### config.mk
export PLATFORM = sky130hd
export DESIGN_NAME = branch_resolve_unit_flat
export DESIGN_NICKNAME = d
export VERILOG_FILES = /design/src/rtl/rv32i_pkg.sv /design/src/rtl/branch_resolve_unit_if.sv /design/src/rtl/branch_cmp.sv /design/src/rtl/branch_resolve_unit.sv /design/src/flat_wrapper.sv
export SDC_FILE = /design/constraint.sdc
export NUM_CORES = 1
export LEC_CHECK = 0
export ABC_AREA = 1
export BUFFER_PORTS_ARGS = -buffer_cell sky130_fd_sc_hd__buf_2
export CORE_ASPECT_RATIO = 0.75
export CORE_UTILIZATION = 30
export DETAILED_ROUTE_END_ITERATION = 16
export GPL_TIMING_DRIVEN = 1
export PLACE_DENSITY = 0.57
export SYNTH_ARGS = -nofsm -noshare
export SYNTH_HDL_FRONTEND = slang
export SYNTH_SLANG_ARGS = --single-unit
export TNS_END_PERCENT = 1
### constraint.sdc
create_clock -name clk -period 4.9 [get_ports clk]
set_clock_uncertainty 0.15 [all_clocks]
set_input_delay 1.225 -clock clk [delete_from_list [all_inputs] [get_ports clk]]
set_output_delay 1.225 -clock clk [all_outputs]
set_load 0.05 [all_outputs]
### src/rtl/rv32i_pkg.sv
// Shared rv32i definitions used by the branch resolution path.
//   DEF_XLEN  : default operand / PC width
//   funct3_e  : conditional-branch funct3 encodings
package rv32i_pkg;

  localparam int unsigned DEF_XLEN = 32;

  typedef enum logic [2:0] {
    F3_BEQ  = 3'b000,
    F3_BNE  = 3'b001,
    F3_BLT  = 3'b100,
    F3_BGE  = 3'b101,
    F3_BLTU = 3'b110,
    F3_BGEU = 3'b111
  } funct3_e;

endpackage

### src/rtl/branch_resolve_unit_if.sv
// Request/response bundle of branch_resolve_unit.
//   master : requester side (drives in_* request fields and out_ready)
//   slave  : the unit (drives in_ready and the out_* result fields)
interface branch_resolve_unit_if #(
  parameter int unsigned XLEN = rv32i_pkg::DEF_XLEN
) ();

  logic            in_valid;
  logic            in_ready;
  logic            in_branch;
  logic [2:0]      in_funct3;
  logic [XLEN-1:0] in_rs1;
  logic [XLEN-1:0] in_rs2;
  logic [XLEN-1:0] in_pc;
  logic [XLEN-1:0] in_imm;
  logic            in_pred_taken;
  logic [XLEN-1:0] in_pred_target;

  logic            out_valid;
  logic            out_ready;
  logic            out_taken;
  logic [XLEN-1:0] out_next_pc;
  logic            out_mispredict;
  logic            out_misaligned;
  logic            out_illegal;

  modport master (
    output in_valid, in_branch, in_funct3, in_rs1, in_rs2, in_pc, in_imm,
           in_pred_taken, in_pred_target, out_ready,
    input  in_ready, out_valid, out_taken, out_next_pc, out_mispredict,
           out_misaligned, out_illegal
  );

  modport slave (
    input  in_valid, in_branch, in_funct3, in_rs1, in_rs2, in_pc, in_imm,
           in_pred_taken, in_pred_target, out_ready,
    output in_ready, out_valid, out_taken, out_next_pc, out_mispredict,
           out_misaligned, out_illegal
  );

endinterface

### src/rtl/branch_cmp.sv
// Combinational RV32I branch comparator.
//   branch  : 1 = conditional branch, 0 = non-branch (never taken)
//   funct3  : branch condition encoding
//   rs1/rs2 : operands
//   taken   : condition holds
//   illegal : branch with reserved funct3 (010/011)
module branch_cmp
  import rv32i_pkg::*;
#(
  parameter int unsigned XLEN = DEF_XLEN
) (
  input  logic            branch,
  input  logic [2:0]      funct3,
  input  logic [XLEN-1:0] rs1,
  input  logic [XLEN-1:0] rs2,
  output logic            taken,
  output logic            illegal
);

  always_comb begin
    taken   = 1'b0;
    illegal = 1'b0;
    if (branch) begin
      case (funct3)
        F3_BEQ:  taken = (rs1 == rs2);
        F3_BNE:  taken = (rs1 != rs2);
        F3_BLT:  taken = ($signed(rs1) <  $signed(rs2));
        F3_BGE:  taken = ($signed(rs1) >= $signed(rs2));
        F3_BLTU: taken = (rs1 <  rs2);
        F3_BGEU: taken = (rs1 >= rs2);
        default: illegal = 1'b1;
      endcase
    end
  end

endmodule

### src/rtl/branch_resolve_unit.sv
// Two-stage pipelined branch resolution unit.
//   clk, rst (sync, active high), flush (kills all in-flight entries)
//   bus : branch_resolve_unit_if.slave -- request handshake in, result handshake out
//   Optional macro BRU_STATS_EN adds stat_branches / stat_mispredicts
//   saturating counters of delivered branches and mispredictions.
// S1 registers the compare result plus pc/imm/prediction; S2 registers the
// resolved next PC and flags.
module branch_resolve_unit
  import rv32i_pkg::*;
#(
  parameter int unsigned XLEN       = DEF_XLEN,
  parameter int unsigned ILEN_BYTES = 4
) (
  input  logic clk,
  input  logic rst,
  input  logic flush,
  branch_resolve_unit_if.slave bus
`ifdef BRU_STATS_EN
  ,
  output logic [31:0] stat_branches,
  output logic [31:0] stat_mispredicts
`endif
);

  localparam logic [XLEN-1:0] ALIGN_MASK = XLEN'(ILEN_BYTES - 1);

  logic            w_s1_adv, w_s2_adv, w_accept, w_s2_load;
  logic            w_cmp_taken, w_cmp_illegal;
  logic [XLEN-1:0] w_next_pc;
  logic            w_mispredict, w_misaligned;

  // Held low for the first cycle after reset so in_ready rises one cycle later.
  logic            r_rdy_en;
  logic            r_s1_valid, r_s2_valid;

  logic [XLEN-1:0] r_s1_pc, r_s1_imm, r_s1_pred_target;
  logic            r_s1_pred_taken, r_s1_taken, r_s1_illegal;

  logic            r_taken, r_mispredict, r_misaligned, r_illegal;
  logic [XLEN-1:0] r_next_pc;

  assign w_s2_adv     = !r_s2_valid | bus.out_ready;
  assign w_s1_adv     = !r_s1_valid | w_s2_adv;
  assign bus.in_ready = w_s1_adv & !flush & r_rdy_en;
  assign w_accept     = bus.in_valid & bus.in_ready;
  assign w_s2_load    = r_s1_valid & w_s2_adv & !flush;

  branch_cmp #(.XLEN(XLEN)) u_cmp (
    .branch  (bus.in_branch),
    .funct3  (bus.in_funct3),
    .rs1     (bus.in_rs1),
    .rs2     (bus.in_rs2),
    .taken   (w_cmp_taken),
    .illegal (w_cmp_illegal)
  );

  always_comb begin
    w_next_pc    = r_s1_taken ? (r_s1_pc + r_s1_imm) : (r_s1_pc + XLEN'(ILEN_BYTES));
    w_mispredict = (r_s1_taken != r_s1_pred_taken) | (w_next_pc != r_s1_pred_target);
    w_misaligned = r_s1_taken & ((w_next_pc & ALIGN_MASK) != '0);
  end

  always_ff @(posedge clk) begin
    if (rst) begin
      r_rdy_en   <= 1'b0;
      r_s1_valid <= 1'b0;
      r_s2_valid <= 1'b0;
    end else begin
      r_rdy_en <= 1'b1;
      if (flush) begin
        r_s1_valid <= 1'b0;
        r_s2_valid <= 1'b0;
      end else begin
        if (w_s1_adv) r_s1_valid <= w_accept;
        if (w_s2_adv) r_s2_valid <= r_s1_valid;
      end
    end
  end

  always_ff @(posedge clk) begin
    if (rst) begin
      r_s1_pc          <= '0;
      r_s1_imm         <= '0;
      r_s1_pred_target <= '0;
      r_s1_pred_taken  <= 1'b0;
      r_s1_taken       <= 1'b0;
      r_s1_illegal     <= 1'b0;
    end else if (w_accept) begin
      r_s1_pc          <= bus.in_pc;
      r_s1_imm         <= bus.in_imm;
      r_s1_pred_target <= bus.in_pred_target;
      r_s1_pred_taken  <= bus.in_pred_taken;
      r_s1_taken       <= w_cmp_taken;
      r_s1_illegal     <= w_cmp_illegal;
    end
  end

  always_ff @(posedge clk) begin
    if (rst) begin
      r_taken      <= 1'b0;
      r_next_pc    <= '0;
      r_mispredict <= 1'b0;
      r_misaligned <= 1'b0;
      r_illegal    <= 1'b0;
    end else if (w_s2_load) begin
      r_taken      <= r_s1_taken;
      r_next_pc    <= w_next_pc;
      r_mispredict <= w_mispredict;
      r_misaligned <= w_misaligned;
      r_illegal    <= r_s1_illegal;
    end
  end

  assign bus.out_valid      = r_s2_valid;
  assign bus.out_taken      = r_taken;
  assign bus.out_next_pc    = r_next_pc;
  assign bus.out_mispredict = r_mispredict;
  assign bus.out_misaligned = r_misaligned;
  assign bus.out_illegal    = r_illegal;

`ifdef BRU_STATS_EN
  logic        r_s1_branch, r_s2_branch;
  logic [31:0] r_stat_br, r_stat_mp;
  logic        w_out_hs;

  // A handshake coinciding with flush is void, so it is not counted.
  assign w_out_hs = r_s2_valid & bus.out_ready & !flush;

  always_ff @(posedge clk) begin
    if (rst) begin
      r_s1_branch <= 1'b0;
      r_s2_branch <= 1'b0;
    end else begin
      if (w_accept)  r_s1_branch <= bus.in_branch;
      if (w_s2_load) r_s2_branch <= r_s1_branch;
    end
  end

  always_ff @(posedge clk) begin
    if (rst) begin
      r_stat_br <= '0;
      r_stat_mp <= '0;
    end else if (w_out_hs) begin
      if (r_s2_branch && (r_stat_br != '1))  r_stat_br <= r_stat_br + 32'd1;
      if (r_mispredict && (r_stat_mp != '1)) r_stat_mp <= r_stat_mp + 32'd1;
    end
  end

  assign stat_branches    = r_stat_br;
  assign stat_mispredicts = r_stat_mp;
`endif

endmodule
### src/flat_wrapper.sv
// flat-port wrapper written by rule: the top's interface ports become plain ports
module branch_resolve_unit_flat import rv32i_pkg::*;
#(
  parameter int unsigned XLEN       = DEF_XLEN,
  parameter int unsigned ILEN_BYTES = 4
)
  (clk, rst, flush, bus_in_valid, bus_in_branch, bus_in_funct3, bus_in_rs1, bus_in_rs2, bus_in_pc, bus_in_imm, bus_in_pred_taken, bus_in_pred_target, bus_out_ready, bus_in_ready, bus_out_valid, bus_out_taken, bus_out_next_pc, bus_out_mispredict, bus_out_misaligned, bus_out_illegal);
  branch_resolve_unit_if #(.XLEN(XLEN)) bus_i ();
  input  logic clk;
  input  logic rst;
  input  logic flush;
  input wire logic [$bits(bus_i.in_valid)-1:0] bus_in_valid;
  input wire logic [$bits(bus_i.in_branch)-1:0] bus_in_branch;
  input wire logic [$bits(bus_i.in_funct3)-1:0] bus_in_funct3;
  input wire logic [$bits(bus_i.in_rs1)-1:0] bus_in_rs1;
  input wire logic [$bits(bus_i.in_rs2)-1:0] bus_in_rs2;
  input wire logic [$bits(bus_i.in_pc)-1:0] bus_in_pc;
  input wire logic [$bits(bus_i.in_imm)-1:0] bus_in_imm;
  input wire logic [$bits(bus_i.in_pred_taken)-1:0] bus_in_pred_taken;
  input wire logic [$bits(bus_i.in_pred_target)-1:0] bus_in_pred_target;
  input wire logic [$bits(bus_i.out_ready)-1:0] bus_out_ready;
  output wire logic [$bits(bus_i.in_ready)-1:0] bus_in_ready;
  output wire logic [$bits(bus_i.out_valid)-1:0] bus_out_valid;
  output wire logic [$bits(bus_i.out_taken)-1:0] bus_out_taken;
  output wire logic [$bits(bus_i.out_next_pc)-1:0] bus_out_next_pc;
  output wire logic [$bits(bus_i.out_mispredict)-1:0] bus_out_mispredict;
  output wire logic [$bits(bus_i.out_misaligned)-1:0] bus_out_misaligned;
  output wire logic [$bits(bus_i.out_illegal)-1:0] bus_out_illegal;
  assign bus_i.in_valid = bus_in_valid;
  assign bus_i.in_branch = bus_in_branch;
  assign bus_i.in_funct3 = bus_in_funct3;
  assign bus_i.in_rs1 = bus_in_rs1;
  assign bus_i.in_rs2 = bus_in_rs2;
  assign bus_i.in_pc = bus_in_pc;
  assign bus_i.in_imm = bus_in_imm;
  assign bus_i.in_pred_taken = bus_in_pred_taken;
  assign bus_i.in_pred_target = bus_in_pred_target;
  assign bus_i.out_ready = bus_out_ready;
  assign bus_in_ready = bus_i.in_ready;
  assign bus_out_valid = bus_i.out_valid;
  assign bus_out_taken = bus_i.out_taken;
  assign bus_out_next_pc = bus_i.out_next_pc;
  assign bus_out_mispredict = bus_i.out_mispredict;
  assign bus_out_misaligned = bus_i.out_misaligned;
  assign bus_out_illegal = bus_i.out_illegal;
  branch_resolve_unit #(.XLEN(XLEN), .ILEN_BYTES(ILEN_BYTES)) u_core (.clk(clk), .rst(rst), .flush(flush), .bus(bus_i));
endmodule
==> qor.yml, run 1 <==
cts_setup_buffers: 0
grt_max_degree: 64
ys_async_sr_fraction_pct: 0
ys_seq_area_share_pct: 28.3
synth_top_family_by_area: "simple AND/OR/NAND/NOR gates"
gp_congestion: 0.916
dp_hpwl_mm: 28.7
setup_tns_ns: 0
htree_levels: 4
power_density_mw_per_mm2: 251
boundaryPins: 208
hold_viol: 0
drc_errors: 0
dr.pass1.iters: 5
ys.flop_type: "dfxtp_1"
yosysTopAreaCellShare_pct: 28.3
routed_wl_mm: 35.4
synthesis.area_mm2: 0.00977
fmax_ghz: 0.304
critPathBufInv: 4
clockRootBuffer: "clkbuf_16"
min_period_ns: 3.29
die_w_um: 210
crit_required_ns: 3.52
run_status: "completed"
place_inst: 2211
fin_hold_ws_ns: 0.319
critPathTopFamily: "buffers and inverters"
hold_buffers: 0
grt_pass1_wl_mm: 55.0
cts_buffers: 17
numClockSinks: 138
synth_compound_gate_area_share_pct: 15.9
yosys.area_share.simple_pct: 35.0
grt.total_usage_pct: 21.7
synth_cells: 1611
die_area_mm2: 0.0333
cts_buffer_depth: 2
path_cells: "buf_2 -> inv_1 -> nand2_1 -> o211ai_1 -> inv_1 -> buf_2"
area.growth.synth_to_final_pct: 21.1
rows: 56
max_slew_margin_pct: 48.2
synth.area.mux_share_pct: 0
drt_iter0_drc: 910
post_drt_via_cell_ratio: 4.82
cpPeakStageDelay_ns: 0.22
post_cts_resized: 0
worstMarginPinSlew_ns: 0.776
rsz0062_at_grt: "false"
synth-edff-count: 0
crit_fanout: 4
synth_common_cells: "nand2_1, inv_1, a21oi_1, nand3_1, dfxtp_1"
coreArea_mm2: 0.0317
clk_latency_ns: 0.44
leakage_nw: 5.85
startpoint_type: "input port"
crit_type: "in2out"
synth-seq-cells: 138
stdcell_count: 2246
yosysWarnings: 0
port_buffers: 207
initial_utilization_pct: 30.8
min_path_type: "reg2reg"
first_global_vias: 9901
syn_avg_cell_area_um2: 6.06
vias: 10800
ys_types: 35
gr-total-overflow: 0
drv_cap: 0
synth_area_leaders: "dfxtp_1, nand2_1, inv_1"
path_clk_slew_ns: 0.06
wire_per_inst_um: 15.8
synth_fa_ha_area_share_pct: 8.40
end_kind: "output pin"
yosysTopAreaCell: "dfxtp_1"
cts_tree: "built"
synth_xor_area_share_pct: 0.987
drv_slew: 0
die_h_um: 158
critPathSlowestCell: "buf_2"
antenna_left: 0
period_share_pct: 67.1
peakVddDrop_mv: 0.203
synth.net_count: 1846
antenna_found_initial: 3
setup_viol: 0
arrival_ns: 1.91
synth_most_common_cell: "nand2_1"
drive_gt1_share_pct: 15.0
fin_nets: 2030
==> layout make-up <==
cell class / instances / area, µm²
multi-input combinational: 1177 / 5890
sequential: 138 / 2760
tap: 435 / 544
inverter: 246 / 923
clock inverter: 12 / 140
fill: 3559 / 19800
timing repair buffer: 215 / 1110
antenna: 3 / 7.51
clock buffer: 20 / 447
==> sequential cells by signal, indices dropped and copies added, names as in the netlist <==
signal                     count
u_core.r_s1_taken              1
u_core.bus.out_mispredict      1
u_core.r_s1_valid              1
u_core.r_s1_imm               32
u_core.r_s1_pc                32
u_core.bus.out_valid           1
u_core.bus.out_misaligned      1
u_core.bus.out_taken           1
u_core.r_s1_pred_taken         1
u_core.bus.out_illegal         1
u_core.r_rdy_en                1
u_core.bus.out_next_pc        32
u_core.r_s1_pred_target       32
u_core.r_s1_illegal            1
==> placed cells by master (no fill, tap or decap), drive strengths merged, types with 3 or more instances in the layout <==
cell / instances
diode: 3
clkbuf: 20
a21oi: 166
dfxtp: 138
nor3: 17
o211ai: 7
xor2: 10
nand3: 141
nor2: 126
nand4: 24
clkinv: 5
inv: 249
o21a: 3
buf: 215
o21bai: 5
ha: 64
nand2: 475
nor4: 4
o21ai: 116
nand3b: 10
==> final timing paths <==
check	slack [ns]	cells after the start	end	startpoint
max	1.61	6	bus_in_ready	bus_out_ready
min	0.32	2	u_core.bus.out_misaligned	u_core.bus.out_misaligned
max reg2reg	1.86	18	u_core.bus.out_mispredict	u_core.r_s1_pc[0]
min reg2reg	0.32	2	u_core.bus.out_misaligned	u_core.bus.out_misaligned
==> metrics by stage <==
stage | area (µm²) | power [mW] | worst slack, ns | util (%)
2_1_floorplan | 9770 | 1.49 | 1.78 | -
3_3_place_gp | 11200 | 1.66 | 1.61 | 35.5
3_5_place_dp | 11200 | 1.67 | 1.56 | 35.5
4_1_cts | 11800 | 2.98 | 1.61 | 37.3
5_1_grt | 11800 | 3.10 | 1.53 | 37.3
6_report | 11800 | 2.97 | 1.61 | 37.3
==> worst min-delay path, cell delays in order, from the launching register on <==
cell and delay (ns):
dfxtp_1 0.31, nand2_1 0.06, a21oi_1 0.06
==> cells by family (layout without fill, tap and decap cells) <==
| logic type | Yosys count | after routing |
|---|---|---|
| fa+ha+maj | 65 | 65 |
| other cells | 0 | 3 |
| simple gates | 801 | 801 |
| buf+inv | 296 | 493 |
| compound gates | 300 | 300 |
| flops | 138 | 138 |
| xor+xnor | 11 | 11 |
==> power by group <==
group | total [mW] | internal, mW | switching [mW]
clock network | 1.32 | 0.769 | 0.551
logic | 0.441 | 0.169 | 0.271
registers | 1.20 | 1.16 | 0.0423
==> per-layer routing <==
layer  up-vias  wire length, µm  track usage [%]
met5         -                0                0
met4         0              405             4.94
met3        28             2500             3.25
met2       336            13900             30.5
met1      4919            18600             33.8
li1       5552                -                -
Note: power is estimated with default switching activity, not from simulation.
==> inputs of run 2 (changes only) <==
Settings changed: ABC_AREA 1 to 0, PLACE_DENSITY 0.57 to 0.59.
Clock period 4.9 ns to 2.7 ns, I/O delays scaled along.
==> qor.yml, run 2 <==
run_status: "complete, but fails checks"  # was completed
violations: "negative setup slack"
yosysWarnings: 0  # unchanged
grt.total_usage_pct: 20.6  # was 21.7%
crit_required_ns: 2.87  # was 3.52 ns
max_slew_margin_pct: 57.0  # was 48.2%
worstMarginPinSlew_ns: 0.645  # was 0.776 ns
synthesis.area_mm2: 0.00912  # was 0.00977 mm²
synth-seq-cells: 138  # unchanged
synth_common_cells: "nand2_1, a21oi_1, dfxtp_1, nor2_1, ha_1"  # was nand2_1, inv_1, a21oi_1, nand3_1, dfxtp_1
reg2regPathDepth: 13  # was 18
yosysTopAreaCell: "dfxtp_1"  # unchanged
die_area_mm2: 0.0311  # was 0.0333 mm²
cpPeakStageDelay_ns: 0.47  # was 0.22 ns
num_antenna_cells: 0  # was 3
first_global_vias: 9656  # was 9901
grt_use_met1_pct: 27.5  # was 33.8%
met2_usage_pct: 33.6  # was 30.5%
die_w_um: 203  # was 210 µm
antenna_found_initial: 0  # was 3
drv_slew: 0  # unchanged
vias: 9861  # was 10800
min_path_type: "reg2reg"  # unchanged
drt_iter0_drc: 512  # was 910
setup_tns_ns: -3.39  # was 0 ns
crit_type: "reg2reg"  # was in2out
startpoint: "u_core.r_s1_pc[0]"  # was bus_out_ready
gr-total-overflow: 0  # unchanged
final_cell_mix: "nand2_1, buf_4, buf_2"  # was nand2_1, inv_1, buf_2
rsz0062_at_grt: "true"  # was false
dp_hpwl_mm: 25.3  # was 28.7 mm
top_usage_layer: "met2"  # was met1
synth-edff-count: 0  # unchanged
drv_cap: 0  # unchanged
coreArea_mm2: 0.0295  # was 0.0317 mm²
ys_async_sr_fraction_pct: 0  # unchanged
htree_levels: 4  # unchanged
die_h_um: 153  # was 158 µm
numClockSinks: 138  # unchanged
final_core_util_pct: 44.6  # was 37.3%
arrival_ns: 3.87  # was 1.91 ns
grt_pass1_wl_mm: 50.3  # was 55.0 mm
cts_tree: "built"  # unchanged
critPathSlowestCell: "or4_4"  # was buf_2
critPathBufInv: 0  # was 4
wire_per_inst_um: 16.1  # was 15.8 µm
ys_seq_area_share_pct: 30.3  # was 28.3%
ys.flop_type: "dfxtp_1"  # unchanged
hold_viol: 0  # unchanged
crit_fanout: 3  # was 4
worst_slack_ns: -1.00  # was 1.61 ns
synth_most_common_cell: "nand2_1"  # unchanged
endpoint: "u_core.bus.out_mispredict"  # was bus_in_ready
initial_utilization_pct: 30.9  # was 30.8%
routed_wl_mm: 32.2  # was 35.4 mm
area.growth.synth_to_final_pct: 44.0  # was 21.1%
p_total_mw: 5.63  # was 2.97 mW
setup_viol: 11  # was 0
clockRootBuffer: "clkbuf_16"  # unchanged
place_area_mm2: 0.0122  # was 0.0112 mm²
drive_gt1_share_pct: 34.6  # was 15.0%
synth_cells: 1207  # was 1611
path_clk_slew_ns: 0.06  # about the same
cts_buffer_depth: 2  # unchanged
critPathTopFamily: "simple AND/OR/NAND/NOR gates"  # was buffers and inverters
syn_avg_cell_area_um2: 7.55  # was 6.06 µm²
fin_nets: 1830  # was 2030
grt_max_degree: 134  # was 64
port_buffers: 207  # unchanged
stdcell_area_mm2: 0.0131  # was 0.0118 mm²
rows: 54  # was 56
cts_buffers: 17  # unchanged
antenna_left: 0  # unchanged
power_density_mw_per_mm2: 429  # was 251 mW/mm²
r2r_slack_ns: -1.00  # was 1.86 ns
grtUsageMet3_pct: 4.14  # was 3.25%
final_common_cell: "nand2_1"  # unchanged
reg2reg_from: "u_core.r_s1_pc[0]"  # unchanged
post_drt_via_cell_ratio: 4.93  # was 4.82
boundaryPins: 208  # unchanged
peakVddDrop_mv: 0.417  # was 0.203 mV
fmax_ghz: 0.270
min_period_ns: 3.70
dr.pass1.iters: 8  # was 5
path_cells: "ha_4 -> fa_2 -> a211o_1 -> a21o_1 -> xnor2_2 -> o211a_1 -> nor4_2 -> nand4_1 -> a2111oi_4 -> o2111ai_1 -> or4_4 -> nor4_4 -> nor2_1"  # was buf_2 -> inv_1 -> nand2_1 -> o211ai_1 -> inv_1 -> buf_2
critical_path_depth: 13  # was 6
synth_area_leaders: "dfxtp_1, nand2_1, a21oi_1"  # was dfxtp_1, nand2_1, inv_1
end_kind: "flip-flop"  # was output pin
synth.net_count: 1442  # was 1846
ys_types: 88  # was 35
startpoint_type: "flip-flop"  # was input port
drc_errors: 0  # unchanged
period_share_pct: 137
leakage_nw: 5.89  # was 5.85 nW
yosysTopAreaCellShare_pct: 30.3  # was 28.3%
crit-reg2reg-capture: "u_core.bus.out_mispredict"  # unchanged
gp_congestion: 0.892  # was 0.916
pre_cts_slack_ns: -1.18  # was 1.56 ns
clk_latency_ns: 0.44  # about the same
-- run 2: cell types whose count changed after synthesis, moves of 10 or more --
cell      change
nand2_1     -210
inv_1       -197
nand3_1     -113
o21ai_0      -88
xnor2_1      +45
nor2_1       -42
a211oi_1     +23
a21o_1       +23
xor2_1       +20
a31oi_1      +11
mux2i_1      +10
-- run 2: cell families after synthesis --
kind of cell,share of synthesized area [%]
AOI/OAI and AO/OA,22.4
xor gates and xnor gates,7.30
adders and majority gates,9.00
buffers and inverters,5.67
DFF,30.3
muxes,1.10
and+or+nand+nor,24.2
-- run 2: area by class of cell --
| class | instances | area, µm² |
|---|---|---|
| clock buffer | 21 | 482 |
| clock inverter | 11 | 165 |
| fill | 3026 | 16300 |
| inverter | 47 | 176 |
| multi-input combinational | 951 | 6170 |
| sequential | 138 | 2770 |
| tap | 392 | 490 |
| timing repair buffer | 440 | 2870 |
-- run 2: worst min-delay path by stage --
stage	start	endpoint	slack [ns]	depth (start not counted)
6_report	u_core.bus.out_next_pc[31]	u_core.bus.out_next_pc[31]	0.30	2
5_1_grt	bus_in_imm[25]	u_core.r_s1_imm[25]	0.31	3
4_1_cts	bus_in_imm[25]	u_core.r_s1_imm[25]	0.30	3
3_5_place_dp	u_core.bus.out_next_pc[31]	u_core.bus.out_next_pc[31]	0.29	2
3_3_place_gp	u_core.r_s1_illegal	u_core.bus.out_illegal	0.29	2
2_1_floorplan	u_core.r_s1_illegal	u_core.bus.out_illegal	0.28	2
-- run 2: power breakdown --
part           switching, mW  leakage [nW]  internal, mW  total, mW
Clock                  0.949         0.318          1.65       2.60
Combinational          0.457          4.45         0.440      0.897
Sequential            0.0453          1.12          2.09       2.14
-- run 2: worst reg2reg max path, stage by stage (launching register included) --
cell	delay, ns
dfxtp_4	0.35
ha_4	0.16
fa_2	0.34
a211o_1	0.33
a21o_1	0.25
xnor2_2	0.17
o211a_1	0.22
nor4_2	0.19
nand4_1	0.21
a2111oi_4	0.26
o2111ai_1	0.15
or4_4	0.47
nor4_4	0.27
nor2_1	0.06
-- run 2: routing by layer --
layer	vias up	wire (µm)	share of wire, %
met3	30	1700	5.3
li1	5022	-	-
met5	-	0	0
met4	0	601	1.9
met2	259	14400	45
met1	4550	15500	48
-- run 2: stage by stage --
step                      instances  hold WS [ns]
after global placement         1964         0.288
final                          2000         0.298
after CTS                      2000         0.302
after floorplan                1207         0.282
after detailed placement       1964         0.294
after global routing           2000         0.313
-- run 2: timing repair --
| action | CTS | global route |
|---|---|---|
| pin swaps | 25 | 15 |
| endpoints found under the hold margin | 0 | 0 |
| setup endpoints to repair | 18 | 21 |
| buffers inserted | 4 | 0 |
| gates resized for setup | 26 | 29 |
| hold buffers | 0 | 0 |
==> inputs of run 3 (changes only) <==
==> constraint.sdc (replaced) <==
create_clock -name clk -period 2.7 [get_ports clk]
set_clock_uncertainty 0.15 [all_clocks]
set_input_delay 0.405 -clock clk [delete_from_list [all_inputs] [get_ports clk]]
set_output_delay 0.405 -clock clk [all_outputs]
set_load 0.05 [all_outputs]
==> qor.yml, run 3 (synthesized netlist as in run 2, its figures left out) <==
critPathTopFamily: "simple AND/OR/NAND/NOR gates"  # unchanged
power_density_mw_per_mm2: 406  # was 429 mW/mm²
max_slew_margin_pct: 56.5  # was 57.0%
path_clk_slew_ns: 0.06  # about the same
stdcell_area_mm2: 0.0129  # was 0.0131 mm²
min_path_type: "in2reg"  # was reg2reg
crit_required_ns: 2.87  # about the same
min_period_ns: 3.59  # was 3.70 ns
worst_slack_ns: -0.892  # was -1.00 ns
die_area_mm2: 0.0311  # unchanged
die_w_um: 203  # unchanged
die_h_um: 153  # unchanged
place_area_mm2: 0.0121  # was 0.0122 mm²
pre_cts_slack_ns: -1.04  # was -1.18 ns
run_status: "complete, but fails checks"  # unchanged
critPathSlowestCell: "or4_4"  # unchanged
critical_path_depth: 13  # unchanged
violations: "negative setup slack"  # unchanged
gr-total-overflow: 0  # unchanged
cts_buffer_depth: 2  # unchanged
cpMostUsedCell: "nor4_2"
numClockSinks: 138  # unchanged
post_drt_via_cell_ratio: 4.94  # was 4.93
dr.pass1.iters: 5  # was 8
r2r_slack_ns: -0.89  # was -1.00 ns
critPathBufInv: 0  # unchanged
num_antenna_cells: 0  # unchanged
wire_per_inst_um: 15.9  # was 16.1 µm
setup_viol: 11  # unchanged
end_kind: "flip-flop"  # unchanged
reg2regPathDepth: 13  # unchanged
area.growth.synth_to_final_pct: 41.6  # was 44.0%
min_path_cells: 3  # was 2
clk_latency_ns: 0.43  # was 0.44 ns
final_cell_mix: "nand2_1, buf_4, buf_2"  # unchanged
rows: 54  # unchanged
fmax_ghz: 0.278  # was 0.270 GHz
crit_type: "reg2reg"  # unchanged
worst_hold_path.endpoint: "u_core.r_s1_pred_target[31]"  # was u_core.bus.out_next_pc[31]
antenna_left: 0  # unchanged
first_global_vias: 9516  # was 9656
drv_cap: 0  # unchanged
antenna_found_initial: 0  # unchanged
grt.total_usage_pct: 20.3  # was 20.6%
drc_errors: 0  # unchanged
fin_nets: 1829  # was 1830
cts_buffers: 17  # unchanged
drv_slew: 0  # unchanged
grt_pass1_wl_mm: 49.5  # was 50.3 mm
initial_utilization_pct: 30.9  # unchanged
rsz0062_at_grt: "true"  # unchanged
htree_levels: 4  # unchanged
boundaryPins: 208  # unchanged
multi_input_area_mm2: 0.00611  # was 0.00617 mm²
drt_iter0_drc: 624  # was 512
cts_tree: "built"  # unchanged
fillers: 3042  # was 3026
path_cells: "ha_4 -> fa_2 -> a211o_1 -> a21o_1 -> xnor2_2 -> a211oi_1 -> nor4_2 -> nand4_1 -> a2111oi_2 -> o2111ai_1 -> or4_4 -> nor4_2 -> nor2_1"  # was ha_4 -> fa_2 -> a211o_1 -> a21o_1 -> xnor2_2 -> o211a_1 -> nor4_2 -> nand4_1 -> a2111oi_4 -> o2111ai_1 -> or4_4 -> nor4_4 -> nor2_1
crit_fanout: 3  # unchanged
clockRootBuffer: "clkbuf_16"  # unchanged
reg2reg_from: "u_core.r_s1_pc[0]"  # unchanged
gp_congestion: 0.965  # was 0.892
dp_hpwl_mm: 24.9  # was 25.3 mm
coreArea_mm2: 0.0295  # unchanged
setup_tns_ns: -2.72  # was -3.39 ns
port_buffers: 207  # unchanged
worstMarginPinSlew_ns: 0.653  # was 0.645 ns
min_from: "bus_in_pred_target[31]"  # was u_core.bus.out_next_pc[31]
peakVddDrop_mv: 0.426  # was 0.417 mV
final_common_cell: "nand2_1"  # unchanged
drive_gt1_share_pct: 34.1  # was 34.6%
crit-reg2reg-capture: "u_core.bus.out_mispredict"  # unchanged
arrival_ns: 3.76  # was 3.87 ns
ff_latch_area_mm2: 0.00277  # about the same
startpoint_type: "flip-flop"  # unchanged
hold_viol: 0  # unchanged
grt_max_degree: 134  # unchanged
period_share_pct: 133  # was 137%
vias: 9872  # was 9861
cpPeakStageDelay_ns: 0.46  # was 0.47 ns
leakage_nw: 5.78  # was 5.89 nW
routed_wl_mm: 31.8  # was 32.2 mm
==> run 3: cell types whose count changed in the layout (fill, tap and decap cells not counted), sizes merged <==
cell and delta:
inv +4, clkinvlp +4, bufinv -3, clkbuf -3, buf -1, clkinv -3
==> run 3: metrics by stage <==
stage               hold WS (ns)  utilization [%]  cells  power, mW
finish                    0.0561             43.8   1998       5.24
global route              0.0453             43.8   1998       5.49
CTS                       0.0361             43.4   1998       5.30
detailed placement         0.294             41.2   1965       3.04
global placement           0.287             41.2   1965       3.02
floorplan                  0.282                -   1207       2.62
==> run 3: report_power, final <==
group | leakage [nW] | internal, mW | switching, mW | total (mW)
combinational | 4.40 | 0.431 | 0.448 | 0.880
clock | 0.256 | 1.27 | 0.960 | 2.23
sequential | 1.12 | 2.09 | 0.0463 | 2.14
total | 5.78 | 3.79 | 1.45 | 5.24
==> run 3: per-layer routing <==
layer  GRT usage [%]  share of wire (%)  up-vias
li1                -                  -     5008
met1            27.3                 48     4530
met2            33.2                 45      297
met3            3.84                5.9       37
met4            5.26                1.6        0
met5               0                  0        -
==> run 3: repair_timing <==
| item | in CTS | in global routing |
|---|---|---|
| setup buffers | 2 | 0 |
| resized for setup | 17 | 28 |
| pin swaps | 19 | 3 |
| hold buffers | 0 | 0 |
| endpoints found under the setup margin | 16 | 20 |
==> run 3: worst max path at each step <==
stage	from	end	slack (ns)
after floorplan	u_core.r_s1_pc[0]	u_core.bus.out_mispredict	-0.71
after global placement	u_core.r_s1_pc[0]	u_core.bus.out_mispredict	-1.02
after detailed placement	u_core.r_s1_pc[0]	u_core.bus.out_mispredict	-1.04
after CTS	u_core.r_s1_pc[0]	u_core.bus.out_mispredict	-0.87
after global routing	u_core.r_s1_pc[0]	u_core.bus.out_mispredict	-1.04
final	u_core.r_s1_pc[0]	u_core.bus.out_mispredict	-0.89
==> run 3: final cells by class <==
type,instances,area share (%)
Sequential cell,138,21.5
Timing Repair Buffer,439,21.8
Clock buffer,18,3.32
Tap cell,392,3.80
Clock inverter,13,0.940
Inverter,47,1.37
Multi-Input combinational cell,951,47.3
==> run 3: worst min-delay path, delay by kind of cell <==
family / cells / cell delay [ns]
buffers and inverters: 1 / 0.10
AND/OR/NAND/NOR: 1 / 0.05
AO/OA/AOI/OAI: 1 / 0.05
